### config.mk
export PLATFORM = sky130hd
export DESIGN_NAME = left_shifter_seq_flat
export DESIGN_NICKNAME = d
export VERILOG_FILES = /design/src/rtl/left_shifter_seq_if.sv /design/src/rtl/left_shifter_seq.sv /design/src/flat_wrapper.sv
export SDC_FILE = /design/constraint.sdc
export NUM_CORES = 1
export LEC_CHECK = 0
export BUFFER_PORTS_ARGS = -buffer_cell sky130_fd_sc_hd__clkbuf_2
export CAP_MARGIN = 10
export CORE_UTILIZATION = 45
export DETAILED_ROUTE_END_ITERATION = 10
export GPL_TIMING_DRIVEN = 0
export PLACE_DENSITY = 0.71
export SYNTH_ARGS = -nofsm -noshare
export SYNTH_HDL_FRONTEND = slang
export SYNTH_SLANG_ARGS = --single-unit
### constraint.sdc
create_clock -name clk -period 1.15 [get_ports clk]
set_input_delay 0.0575 -clock clk [delete_from_list [all_inputs] [get_ports clk]]
set_output_delay 0.0575 -clock clk [all_outputs]
set_load 0.02 [all_outputs]
### src/rtl/left_shifter_seq_if.sv
// Request/result handshake bundle for the sequential left shifter.
// Master drives requests and the result acknowledge; slave is the shifter.
interface left_shifter_seq_if #(
    parameter int WIDTH = 8
);
    localparam int AW = $clog2(WIDTH);

    logic             in_valid;
    logic             in_ready;
    logic [WIDTH-1:0] in_data;
    logic [AW-1:0]    in_amt;
    logic             in_mode;
    logic             out_valid;
    logic             out_ready;
    logic [WIDTH-1:0] out_data;

    modport master (
        output in_valid, in_data, in_amt, in_mode, out_ready,
        input  in_ready, out_valid, out_data
    );

    modport slave (
        input  in_valid, in_data, in_amt, in_mode, out_ready,
        output in_ready, out_valid, out_data
    );
endinterface

### src/rtl/left_shifter_seq.sv
// Sequential left rotate / logical shifter, one bit position per cycle.
// Latency in_amt+1 cycles from accept to out_valid; result held in HOLD until out_ready.
module left_shifter_seq #(
    parameter int WIDTH = 8
) (
    input  logic                clk,
    input  logic                rst_n,
    left_shifter_seq_if.slave   bus,
    output logic                busy
);
    localparam int AW = $clog2(WIDTH);

    typedef enum logic [1:0] {
        IDLE  = 2'd0,
        SHIFT = 2'd1,
        HOLD  = 2'd2
    } state_t;

    typedef struct packed {
        logic [WIDTH-1:0] data;
        logic [AW-1:0]    cnt;
        logic             mode;
    } op_t;

    state_t state_q, state_d;
    op_t    op_q, op_d;
    logic   accept;

    // in_ready is a pure state decode so it never depends on in_valid
    assign bus.in_ready  = (state_q == IDLE) & rst_n;
    assign bus.out_valid = (state_q == HOLD) & rst_n;
    assign bus.out_data  = op_q.data;
    assign busy          = (state_q != IDLE) & rst_n;
    assign accept        = bus.in_valid & bus.in_ready;

    always_ff @(posedge clk) begin
        if (!rst_n) begin
            state_q <= IDLE;
            op_q    <= '0;
        end else begin
            state_q <= state_d;
            op_q    <= op_d;
        end
    end

    always_comb begin
        state_d = state_q;
        op_d    = op_q;
        case (state_q)
            IDLE: begin
                if (accept) begin
                    op_d.data = bus.in_data;
                    op_d.cnt  = bus.in_amt;
                    op_d.mode = bus.in_mode;
                    state_d   = (bus.in_amt == '0) ? HOLD : SHIFT;
                end
            end
            SHIFT: begin
                op_d.data = op_q.mode ? {op_q.data[WIDTH-2:0], 1'b0}
                                      : {op_q.data[WIDTH-2:0], op_q.data[WIDTH-1]};
                op_d.cnt  = op_q.cnt - 1'b1;
                // cnt of 0 cannot occur here; treating it as last step keeps SHIFT bounded
                if (op_q.cnt <= AW'(1)) begin
                    state_d = HOLD;
                end
            end
            HOLD: begin
                if (bus.out_ready) begin
                    state_d = IDLE;
                end
            end
            default: begin
                state_d = IDLE;
            end
        endcase
    end
endmodule

### src/flat_wrapper.sv
// flat-port wrapper written by rule: the top's interface ports become plain ports
module left_shifter_seq_flat 
#(
    parameter int WIDTH = 8
)
  (clk, rst_n, busy, bus_in_valid, bus_in_data, bus_in_amt, bus_in_mode, bus_out_ready, bus_in_ready, bus_out_valid, bus_out_data);
  left_shifter_seq_if #(.WIDTH(WIDTH)) bus_i ();
  input  logic clk;
  input  logic rst_n;
  output logic busy;
  input wire logic [$bits(bus_i.in_valid)-1:0] bus_in_valid;
  input wire logic [$bits(bus_i.in_data)-1:0] bus_in_data;
  input wire logic [$bits(bus_i.in_amt)-1:0] bus_in_amt;
  input wire logic [$bits(bus_i.in_mode)-1:0] bus_in_mode;
  input wire logic [$bits(bus_i.out_ready)-1:0] bus_out_ready;
  output wire logic [$bits(bus_i.in_ready)-1:0] bus_in_ready;
  output wire logic [$bits(bus_i.out_valid)-1:0] bus_out_valid;
  output wire logic [$bits(bus_i.out_data)-1:0] bus_out_data;
  assign bus_i.in_valid = bus_in_valid;
  assign bus_i.in_data = bus_in_data;
  assign bus_i.in_amt = bus_in_amt;
  assign bus_i.in_mode = bus_in_mode;
  assign bus_i.out_ready = bus_out_ready;
  assign bus_in_ready = bus_i.in_ready;
  assign bus_out_valid = bus_i.out_valid;
  assign bus_out_data = bus_i.out_data;
  left_shifter_seq #(.WIDTH(WIDTH)) u_core (.clk(clk), .rst_n(rst_n), .bus(bus_i), .busy(busy));
endmodule
[Word level (Yosys, flattened, before mapping)]
Cells that the tools add are included.
Storage, ports and cells
  flip-flop bits (word level): 14
  word-level logic and storage cells: 30
Operators by class
  equality and inequality tests: 5
  $lt $le $gt $ge: 1
  $add $sub $neg: 1
  mux-type cells: 8
  reduce and logical (&&, ||, !) cells: 7
  bitwise logic cells: 4
Operator list (count)
  $pmux W11 S2: 1
  $mux W12: 1
  $mux W2: 4
  $pmux W2 S3: 1
  $and A1 B1 Y1: 4
  $ne A2 B1 Y1 const B: 2
  $reduce_and A2 Y1: 2
  $reduce_bool A2 Y1: 2
  $le A3 B1 Y1 const B: 1
  $logic_not A3 Y1: 1
  $reduce_and A3 Y1: 1
  $sub A3 B1 Y3 const B: 1
  $eq A2 B1 Y1 const B: 1
  $eq A2 B2 Y1 const B: 1
  $logic_not A2 Y1: 1
  $ne A2 B2 Y1 const B: 1
  $mux W1: 1

[Depth between registers and ports, before layout]
Gate-level depths: netlist (run 1).
  depth after elaboration: 5
  gate-level depth with buffers: 5

[Worst setup path after synthesis (run 1)]
Ideal clock, no wire load.
  kind: flip-flop to output port
  from: register u_core.state_q[0]
  to: output bus_out_valid
  setup slack: 0.043 ns
  required time: 1.092 ns
  arrival: 1.049 ns
  stages on the path, launching flop included: 3
  cell sequence: dfxtp_1 > buf_2 > nor3b_1
On the way
  cells in the longest elaborated chain, start to end: 2
Ends and longest elaborated chain
  start: declaration: RTL line left_shifter_seq.sv:25  | state_t state_q, state_d;
  start signal: assignment: RTL line left_shifter_seq.sv:41  | state_q <= state_d;
  $eq A2 B2 Y1: RTL line left_shifter_seq.sv:31  | assign bus.out_valid = (state_q == HOLD) & rst_n;
  $and A1 B1 Y1: RTL line left_shifter_seq.sv:31
  end: declaration: RTL line flat_wrapper.sv:17  | output wire logic [$bits(bus_i.out_valid)-1:0] bus_out_valid;
No other way between the ends.

[Worst setup path after layout (run 1)]
Ends and elaborated chain as after synthesis.

==> flow_metrics.py, run 1 <==
metrics = {
    "place": {
        "finalWeightedCongestion": 0.8302,
        "io_buffer_count": 25,
        "numPlacedInstances": 160,
        "placement.cell_area_mm2": 0.001081,
        "hpwlAfterDp_um": 1479,
    },
    "synth": {
        "post_synth_fa_ha_maj_area_fraction": 0.02714,
        "seq_area_frac_synth": 0.3039,
        "synthesis.nets": 126,
        "synth_enable_flop_cells": 0,
        "synthCells": 108,
        "postSynth.topFlopCell": "sky130_fd_sc_hd__dfxtp_1",
        "yosys_warnings": 0,
        "compound_gate_fraction_of_synth_area": 0.3189,
        "synth.area.mux_share": 0.01085,
        "async_reset_ff_frac": 0,
        "ys_ff_latch": 14,
        "post-synth-top-area-cell": "sky130_fd_sc_hd__dfxtp_1",
        "synthDistinctLibCells": 35,
        "xor_xnor_portion_of_the_synthesized_cell_area": 0,
        "syn_avg_cell_area_um2": 8.538,
        "synth.area.top_cells": "sky130_fd_sc_hd__dfxtp_1 (30%), sky130_fd_sc_hd__buf_4 (7.3%), sky130_fd_sc_hd__nand4b_1 (6.6%)",
        "simple_gate_share_of_the_synthesized_area": 0.2076,
        "synth_top_family_by_area": "compound AO/OA/AOI/OAI gates",
        "top_area_cell_type_share_of_the_netlist_area": 0.3039,
        "syn_area_um2": 922.1,
    },
    "sta": {
        "postLayoutSetupSlackWorst_ns": -0.01509,
        "whs_ns": 0.07100,
        "layout_worst_path_cycle_share": 1.013,
        "maxSlewViolCount": 0,
        "clock-skew-final_ns": 0.001877,
        "hold_violations": 0,
        "setup_viol": 1,
        "period_minus_slack_ns": 1.165,
        "maxClockFrequency_mhz": 858.3,
        "actual_slew_at_the_worst_max_slew_pin_ns": 0.3940,
        "rsz0062_at_grt": "true",
        "timing.max_slew.rel_slack": 0.7373,
    },
    "global_routing": {
        "met1_usage": 0.2667,
        "antenna_found_initial": 0,
        "globalRouteOverflowTotal": 0,
        "first_global_vias": 757,
        "grt_pass1_wl_um": 3291,
        "met2_grt_util": 0.3589,
        "use_met3": 0.03462,
        "busiest_layer": "met2",
        "global_route.usage.total": 0.2149,
        "grt_max_degree": 11,
    },
    "die": {
        "core_region_area_mm2": 0.001942,
        "die_width_um": 47.27,
        "floorplan.die.height_um": 47.27,
        "number_of_standard_cell_rows_in_the_floorplan": 16,
        "start_util": 0.4749,
        "ios": 27,
        "dieArea_mm2": 0.002234,
    },
    "layout": {
        "drive_above_1_share": 0.4143,
        "finish.instance_area_mm2": 0.001192,
        "nNetsFinal": 160,
        "areaGrowthSynthToFinish_pct": 29.31,
        "antennaDiodeCount": 0,
        "layout.cells.non_filler": 167,
    },
    "clocking": {
        "tritoncts": "built",
        "ctsHtreeMaxLevel": 1,
        "clock_sinks": 14,
        "worst_setup_hold_path_clk_slew_ns": 0.08,
        "clk-insertion-delay-late_ns": 0.28,
        "clk_root_buffer_cell": "sky130_fd_sc_hd__clkbuf_4",
        "cts_buffers": 3,
        "cts-root-to-sink-buffers": 2,
    },
    "worst_setup_path": {
        "cp_data_arrival_time_ns": 1.11,
        "worst-path-max-fanout": 6,
        "cpLargestDelayFamily": "flip-flops",
        "worstPathRequired_ns": 1.09,
        "cp-end-kind": "primary output",
        "timing.critical_path.cells": "buf_8, nor3b_2, buf_4",
        "critPathBufInv": 2,
        "crit_slowest_cell": "sky130_fd_sc_hd__dfxtp_4",
        "timing.critical_path.from_type": "register",
        "max_stage_delay_ns": 0.38,
        "timing.reg2reg.setup_slack_ns": 0.01,
        "path_class": "register to primary output",
    },
    "power_and_ir_drop": {
        "netSwitchingFraction": 0.3046,
        "finalPower_mw": 1.170,
        "power.sequential.fraction": 0.470,
        "share_comb_of_total_power": 0.287,
        "power.density_cell_area_mw_per_mm2": 981.2,
        "total_switching_power_mw": 0.3563,
        "power.leakage_nw": 0.5224,
        "design_internal_power_mw": 0.8136,
        "ir_worst_vdd_v": 0.0007501,
        "share_of_power_burned_in_the_clock_network": 0.243,
    },
    "drt": {
        "route.detailed.drc": 0,
        "dr.first_iter.drc_count": 9,
        "detail_route.wirelength_um": 2176,
        "route.antenna.remaining_nets": 0,
        "routed_via_density": 5.335,
        "drt_pre_antenna_iters": 4,
        "via_count": 891,
        "post_drt_wl_per_cell_um": 13.03,
    },
    "min_path": {
        "hp-class": "input pin to register",
    },
    "status": {
        "failed_checks": "negative setup slack",
        "outcome": "finished, violations left",
    },
    "job": {
        "cap_violations": 0,
    },
}
==> Yosys cell counts, types with 3 or more instances <==
cell type	number
sky130_fd_sc_hd__a21boi_1	8
sky130_fd_sc_hd__a21o_1	8
sky130_fd_sc_hd__buf_2	4
sky130_fd_sc_hd__buf_4	9
sky130_fd_sc_hd__dfxtp_1	14
sky130_fd_sc_hd__inv_1	4
sky130_fd_sc_hd__nand2_1	8
sky130_fd_sc_hd__nand4b_1	7
sky130_fd_sc_hd__nor2b_1	3
sky130_fd_sc_hd__o21ai_0	11
==> power by group through the flow <==
| stage | clock network (mW) | logic (mW) | registers [mW] |
|---|---|---|---|
| finish | 0.285 | 0.335 | 0.550 |
| global route | 0.314 | 0.369 | 0.555 |
| CTS | 0.290 | 0.326 | 0.548 |
| detailed placement | 0 | 0.296 | 0.558 |
| floorplan | 0 | 0.214 | 0.551 |
| global placement | 0 | 0.292 | 0.556 |
==> metrics by stage <==
step | utilization | setup WS, ns | TNS [ns]
2_1_floorplan | - | 0.04306 | 0
3_3_place_gp | 0.5567 | -0.01347 | -0.02598
3_5_place_dp | 0.5567 | -0.04113 | -0.09341
4_1_cts | 0.6057 | -0.03904 | -0.1142
5_1_grt | 0.6140 | -0.07287 | -0.5178
6_report | 0.6140 | -0.01509 | -0.01509
==> sequential cells by signal (all words and copies together), names as in the netlist <==
register             flops
u_core.bus.out_data      8
u_core.op_q              4
u_core.state_q           2
==> repair_timing <==
item | in CTS | in global routing
hold buffers | 1 | 0
setup endpoints to repair | 7 | 13
endpoints found under the hold margin | 1 | 0
resized for setup | 14 | 8
buffers inserted | 3 | 0
pin swaps | 1 | 2
==> routing by layer <==
layer / part of all wire / vias to the layer above
li1: - / 450
met1: 0.47 / 406
met2: 0.46 / 31
met3: 0.053 / 4
met4: 0.014 / 0
met5: 0 / -
==> worst register-to-register path: stages, from the launching register on <==
cell and delay, ns:
sky130_fd_sc_hd__dfxtp_4 0.37, sky130_fd_sc_hd__buf_2 0.18, sky130_fd_sc_hd__a311o_1 0.28, sky130_fd_sc_hd__o221a_1 0.20
==> path summary, 6_finish.rpt <==
check,endpoint,cells past startpoint,startpoint
setup / recovery,bus_out_valid,3,u_core.state_q[0]
hold / removal,u_core.state_q[1],3,bus_in_amt[0]
setup reg to reg,u_core.bus.out_data[0],3,u_core.state_q[1]
hold reg to reg,u_core.bus.out_data[3],2,u_core.bus.out_data[3]
==> cells by family (layout without fill, tap and decap cells) <==
family,Yosys count,in the layout
flip-flops,14,14
AND/OR/NAND/NOR,30,30
AO/OA/AOI/OAI,41,41
multiplexers,1,1
buffers and inverters,20,52
adder cells (fa/ha/maj),2,2
==> cells in the final DEF (no fill, tap or decap), types with 7 or more instances in the layout <==
master and n:
sky130_fd_sc_hd__nand4b_1 7, sky130_fd_sc_hd__buf_4 13, sky130_fd_sc_hd__clkbuf_2 23, sky130_fd_sc_hd__dfxtp_1 10, sky130_fd_sc_hd__a21boi_1 8, sky130_fd_sc_hd__nand2_1 8, sky130_fd_sc_hd__o21ai_0 10, sky130_fd_sc_hd__a21o_1 8
==> cell type report <==
type                    count  area, um^2
fillers                   186       749.5
multi-input cells          74       544.3
flip-flops and latches     14       290.3
repair buffers             29       170.2
plain buffers              16       116.4
well taps                  27       33.78
clock buffers               3       22.52
inverters                   4       15.01
Note: power is estimated with default switching activity, not from simulation.
==> run 2, diff against run 1 <==
--- a/config.mk
+++ b/config.mk
@@ -11,6 +11,7 @@
 export DETAILED_ROUTE_END_ITERATION = 10
 export GPL_TIMING_DRIVEN = 0
 export PLACE_DENSITY = 0.71
+export REMOVE_ABC_BUFFERS = 1
 export SYNTH_ARGS = -nofsm -noshare
 export SYNTH_HDL_FRONTEND = slang
 export SYNTH_SLANG_ARGS = --single-unit
==> flow_metrics.py, run 2 (synthesis gave the netlist of run 1 again) <==
metrics = {
    "sta": {
        "actual_slew_at_the_worst_max_slew_pin_ns": 0.4850,
        "setup_viol": 0,
        "maxSlewViolCount": 0,
        "postLayoutSetupSlackWorst_ns": 0.01401,
        "hold_violations": 0,
        "whs_ns": 0.01126,
        "rsz0062_at_grt": "true",
        "setup_tns_ns": 0,
        "timing.max_slew.rel_slack": 0.6767,
        "clock-skew-final_ns": 0.001744,
        "layout_worst_path_cycle_share": 0.9878,
        "period_minus_slack_ns": 1.136,
        "maxClockFrequency_mhz": 880.3,
    },
    "clocking": {
        "worst_setup_hold_path_clk_slew_ns": 0.09,
        "ctsHtreeMaxLevel": 1,
        "cts-root-to-sink-buffers": 2,
        "clk-insertion-delay-late_ns": 0.28,
        "tritoncts": "built",
        "cts_buffers": 3,
        "clk_root_buffer_cell": "sky130_fd_sc_hd__clkbuf_4",
        "clock_sinks": 14,
    },
    "min_path": {
        "min_path_cells": 2,
        "hp-class": "input pin to register",
        "min_delay_worst_endpoint": "u_core.op_q[0]",
        "min_from": "bus_in_mode",
    },
    "die": {
        "start_util": 0.4749,
        "core_region_area_mm2": 0.001942,
        "die_width_um": 47.27,
        "floorplan.die.height_um": 47.27,
        "dieArea_mm2": 0.002234,
        "number_of_standard_cell_rows_in_the_floorplan": 16,
        "ios": 27,
    },
    "worst_setup_path": {
        "r2r.worst_path.cells": 3,
        "cp-end-kind": "primary output",
        "r2r_end": "u_core.bus.out_data[0]",
        "path_class": "register to primary output",
        "crit_slowest_cell": "sky130_fd_sc_hd__dfxtp_4",
        "worst_setup_path_startpoint": "u_core.state_q[1]",
        "worstPathRequired_ns": 1.09,
        "max_stage_delay_ns": 0.39,
        "cpLargestDelayFamily": "flip-flops",
        "cp_data_arrival_time_ns": 1.08,
        "worst-path-max-fanout": 4,
        "timing.critical_path.from_type": "register",
        "critPathBufInv": 1,
        "timing.critical_path.cells": "nor2_4, and2_4, buf_6",
        "timing.rr.start": "u_core.state_q[1]",
        "timing.reg2reg.setup_slack_ns": 0.01,
    },
    "power_and_ir_drop": {
        "ir_worst_vdd_v": 0.0008167,
        "power.leakage_nw": 0.4887,
        "power.density_cell_area_mw_per_mm2": 1069,
        "finalPower_mw": 1.230,
    },
    "drt": {
        "route.detailed.drc": 0,
        "routed_via_density": 5.510,
        "detail_route.wirelength_um": 2219,
        "drt_pre_antenna_iters": 4,
        "post_drt_wl_per_cell_um": 14.13,
        "route.antenna.remaining_nets": 0,
        "dr.first_iter.drc_count": 16,
        "via_count": 865,
    },
    "layout": {
        "number_of_flip_flops_under_the_largest_register_name": 8,
        "finish.utilization": 0.5921,
        "finish.instance_area_mm2": 0.001150,
        "drive_above_1_share": 0.4077,
        "nNetsFinal": 149,
        "antennaDiodeCount": 0,
        "areaGrowthSynthToFinish_pct": 24.69,
        "most_common_cell_after_layout_fill_and_taps_aside": "sky130_fd_sc_hd__clkbuf_2",
        "layout.cells.non_filler": 157,
        "mostFrequentLayoutCells": "sky130_fd_sc_hd__clkbuf_2 (23), sky130_fd_sc_hd__dfxtp_1 (10), sky130_fd_sc_hd__o21ai_0 (9), sky130_fd_sc_hd__a21boi_1 (9)",
    },
    "job": {
        "cap_violations": 0,
    },
    "global_routing": {
        "grt_max_degree": 28,
        "antenna_found_initial": 0,
        "grt_pass1_wl_um": 3291,
        "globalRouteOverflowTotal": 0,
        "first_global_vias": 765,
        "global_route.usage.total": 0.2166,
    },
    "place": {
        "hpwlAfterDp_um": 1313,
        "io_buffer_count": 26,
        "numPlacedInstances": 145,
        "placement.cell_area_um2": 979.7,
        "finalWeightedCongestion": 0.6976,
        "dp_slack_ns": -0.5165,
    },
    "status": {
        "outcome": "finished, final reports clean",
    },
}
## run 2: final cells by class
cell class / count / area, um^2
Fill cell: 187 / 792.0
Inverter: 4 / 17.52
Tap cell: 27 / 33.78
Clock buffer: 4 / 36.28
Multi-Input combinational cell: 74 / 546.8
Timing Repair Buffer: 34 / 225.2
Sequential cell: 14 / 290.3
## run 2: how the worst max path moves through the flow
| stage | end | cells past startpoint |
|---|---|---|
| 2_1_floorplan | u_core.bus.out_data[0] | 3 |
| 3_3_place_gp | u_core.bus.out_data[0] | 3 |
| 3_5_place_dp | u_core.bus.out_data[0] | 3 |
| 4_1_cts | bus_in_ready | 3 |
| 5_1_grt | bus_in_ready | 3 |
| 6_report | bus_in_ready | 3 |
## run 2: timing repair
action / CTS / global route
resized for setup: 11 / 18
gates cloned: 0 / 0
endpoints found under the setup margin: 17 / 15
buffers inserted: 6 / 2
pin swaps: 2 / 3
hold buffers: 0 / 0
## run 2: layer usage
| layer | track usage | share of wire | vias up |
|---|---|---|---|
| met3 | 0.04615 | 0.043 | 2 |
| met1 | 0.2604 | 0.47 | 406 |
| li1 | - | - | 429 |
| met5 | 0 | 0 | - |
| met4 | 0.1143 | 0.0086 | 0 |
| met2 | 0.3589 | 0.47 | 28 |
## run 2: power breakdown
| part | internal, mW | total, mW | switching [mW] | leakage [nW] |
|---|---|---|---|---|
| clock network | 0.192 | 0.358 | 0.165 | 0.0210 |
| logic | 0.159 | 0.318 | 0.159 | 0.351 |
| registers | 0.518 | 0.554 | 0.0357 | 0.117 |
==> run 3, diff against run 2 <==
--- a/config.mk
+++ b/config.mk
@@ -8,6 +8,8 @@
 export BUFFER_PORTS_ARGS = -buffer_cell sky130_fd_sc_hd__clkbuf_2
 export CAP_MARGIN = 10
 export CORE_UTILIZATION = 45
+export CTS_BUF_LIST = sky130_fd_sc_hd__clkbuf_8
+export CTS_CLUSTER_SIZE = 16
 export DETAILED_ROUTE_END_ITERATION = 10
 export GPL_TIMING_DRIVEN = 0
 export PLACE_DENSITY = 0.71
==> flow_metrics.py, run 3 (synthesis gave the netlist of run 1 again) <==
metrics = {
    "status": {
        "outcome": "finished, final reports clean",
    },
    "sta": {
        "actual_slew_at_the_worst_max_slew_pin_ns": 0.4830,
        "postLayoutSetupSlackWorst_ns": 0.007779,
        "hold_violations": 0,
        "whs_ns": 0.05031,
        "setup_viol": 0,
        "layout_worst_path_cycle_share": 0.9932,
        "period_minus_slack_ns": 1.142,
        "maxClockFrequency_mhz": 875.5,
        "maxSlewViolCount": 0,
        "timing.max_slew.rel_slack": 0.6780,
        "clock-skew-final_ns": 0.002036,
        "rsz0062_at_grt": "true",
    },
    "power_and_ir_drop": {
        "total_switching_power_mw": 0.3664,
        "ir_worst_vdd_v": 0.0008291,
        "share_of_power_burned_in_the_clock_network": 0.360,
        "power.sequential.fraction": 0.415,
        "power.density_cell_area_mw_per_mm2": 1178,
        "design_internal_power_mw": 0.9674,
        "power.leakage_nw": 0.4811,
        "finalPower_mw": 1.334,
        "share_comb_of_total_power": 0.225,
        "netSwitchingFraction": 0.2747,
    },
    "drt": {
        "dr.first_iter.drc_count": 14,
        "via_count": 872,
        "detail_route.wirelength_um": 2183,
        "route.detailed.drc": 0,
        "routed_via_density": 5.590,
        "route.antenna.remaining_nets": 0,
        "post_drt_wl_per_cell_um": 13.99,
        "drt_pre_antenna_iters": 4,
    },
    "global_routing": {
        "globalRouteOverflowTotal": 0,
        "global_route.usage.total": 0.2221,
        "grt_pass1_wl_um": 3387,
        "grt_max_degree": 28,
        "first_global_vias": 734,
        "antenna_found_initial": 0,
    },
    "worst_setup_path": {
        "cp_data_arrival_time_ns": 1.32,
        "worstPathRequired_ns": 1.33,
        "cpLargestDelayFamily": "flip-flops",
        "timing.rr.start": "u_core.state_q[0]",
        "path_class": "register to register",
        "r2r.worst_path.cells": 4,
        "max_stage_delay_ns": 0.38,
        "r2r_end": "u_core.bus.out_data[1]",
        "worst-path-max-fanout": 12,
        "timing.critical_path.cells": "buf_4, nand4b_1, a21o_1, a21boi_1",
        "crit_slowest_cell": "sky130_fd_sc_hd__dfxtp_4",
        "timing.reg2reg.setup_slack_ns": 0.008,
        "timing.critical_path.from_type": "register",
        "critPathBufInv": 1,
        "cp-end-kind": "register",
    },
    "layout": {
        "areaGrowthSynthToFinish_pct": 22.80,
        "mostFrequentLayoutCells": "sky130_fd_sc_hd__clkbuf_2 (24), sky130_fd_sc_hd__dfxtp_1 (10), sky130_fd_sc_hd__o21ai_0 (9), sky130_fd_sc_hd__a21boi_1 (9)",
        "drive_above_1_share": 0.4031,
        "nFillCells": 189,
        "antennaDiodeCount": 0,
        "most_common_cell_after_layout_fill_and_taps_aside": "sky130_fd_sc_hd__clkbuf_2",
        "multiInputGateArea_um2": 546.8,
        "finish.utilization": 0.5831,
        "regArea_um2": 290.3,
        "number_of_flip_flops_under_the_largest_register_name": 8,
        "nNetsFinal": 148,
    },
    "clocking": {
        "worst_setup_hold_path_clk_slew_ns": 0.06,
        "clock_sinks": 14,
        "cts-root-to-sink-buffers": 2,
        "clk_root_buffer_cell": "sky130_fd_sc_hd__clkbuf_8",
        "cts_hold_buffers": 0,
        "clk-insertion-delay-late_ns": 0.24,
        "cts_buffers": 3,
        "ctsHtreeMaxLevel": 1,
        "tritoncts": "built",
    },
    "die": {
        "core_region_area_mm2": 0.001942,
        "start_util": 0.4749,
        "die_width_um": 47.27,
        "dieArea_mm2": 0.002234,
        "number_of_standard_cell_rows_in_the_floorplan": 16,
        "floorplan.die.height_um": 47.27,
        "ios": 27,
    },
    "min_path": {
        "hp-class": "input pin to register",
        "min_path_cells": 2,
        "min_delay_worst_endpoint": "u_core.op_q[0]",
        "min_from": "bus_in_mode",
    },
    "place": {
        "io_buffer_count": 26,
        "dp_slack_ns": -0.5165,
        "hpwlAfterDp_um": 1313,
        "finalWeightedCongestion": 0.6976,
    },
    "job": {
        "cap_violations": 0,
    },
}
[run 3: cell count changes in the layout (fill, tap and decap cells not counted)]
cell	delta
sky130_fd_sc_hd__buf_6	-3
sky130_fd_sc_hd__clkbuf_8	+3
sky130_fd_sc_hd__buf_4	+2
sky130_fd_sc_hd__clkbuf_4	-3
sky130_fd_sc_hd__buf_12	-1
sky130_fd_sc_hd__inv_4	-1
sky130_fd_sc_hd__inv_2	+1
sky130_fd_sc_hd__clkbuf_2	+1
[run 3: what timing repair did]
action                     in CTS  in global routing
setup endpoints to repair      17                 14
pin swaps                       2                  4
buffers inserted                5                  2
resized for setup               8                 15
[run 3: area by class of cell]
| class | count | share of cell area |
|---|---|---|
| well taps | 27 | 0.02983 |
| clock buffers | 4 | 0.04862 |
| multi-input cells | 74 | 0.4829 |
| repair buffers | 33 | 0.1691 |
| inverters | 4 | 0.01326 |
| flip-flops and latches | 14 | 0.2564 |
[run 3: power by group through the flow]
stage | combinational, mW | sequential (mW) | clock (mW)
after floorplan | 0.133 | 0.584 | 0
after global placement | 0.236 | 0.572 | 0
after detailed placement | 0.243 | 0.575 | 0
after CTS | 0.278 | 0.550 | 0.490
after global routing | 0.329 | 0.558 | 0.510
final | 0.300 | 0.554 | 0.480
[run 3: routing by layer]
metal | vias up | wire length [um] | GRT usage | share of wire
li1 | 424 | - | - | -
met1 | 415 | 1003 | 0.2811 | 0.46
met2 | 31 | 1050 | 0.3589 | 0.48
met3 | 2 | 109 | 0.04615 | 0.050
met4 | 0 | 19 | 0.1029 | 0.0087
met5 | - | 0 | 0 | 0
[run 3: worst max path at each step]
stage	depth (start not counted)	endpoint	slack (ns)	startpoint
global placement	3	u_core.bus.out_data[0]	-0.49	u_core.state_q[0]
finish	4	u_core.bus.out_data[1]	0.008	u_core.state_q[0]
detailed placement	3	u_core.bus.out_data[0]	-0.52	u_core.state_q[0]
floorplan	3	u_core.bus.out_data[0]	-0.23	u_core.state_q[0]
CTS	3	bus_out_valid	0.0007	u_core.state_q[1]
global route	4	u_core.bus.out_data[2]	-0.05	u_core.state_q[0]
[run 3: stage by stage]
stage / TNS [ns] / cell area (um^2) / instances
after global placement: -4.156 / 979.7 / 145
after floorplan: -0.6542 / 815.8 / 92
final: 0 / 1132 / 156
after CTS: 0 / 1095 / 154
after global routing: -0.2778 / 1132 / 156
after detailed placement: -4.540 / 979.7 / 145
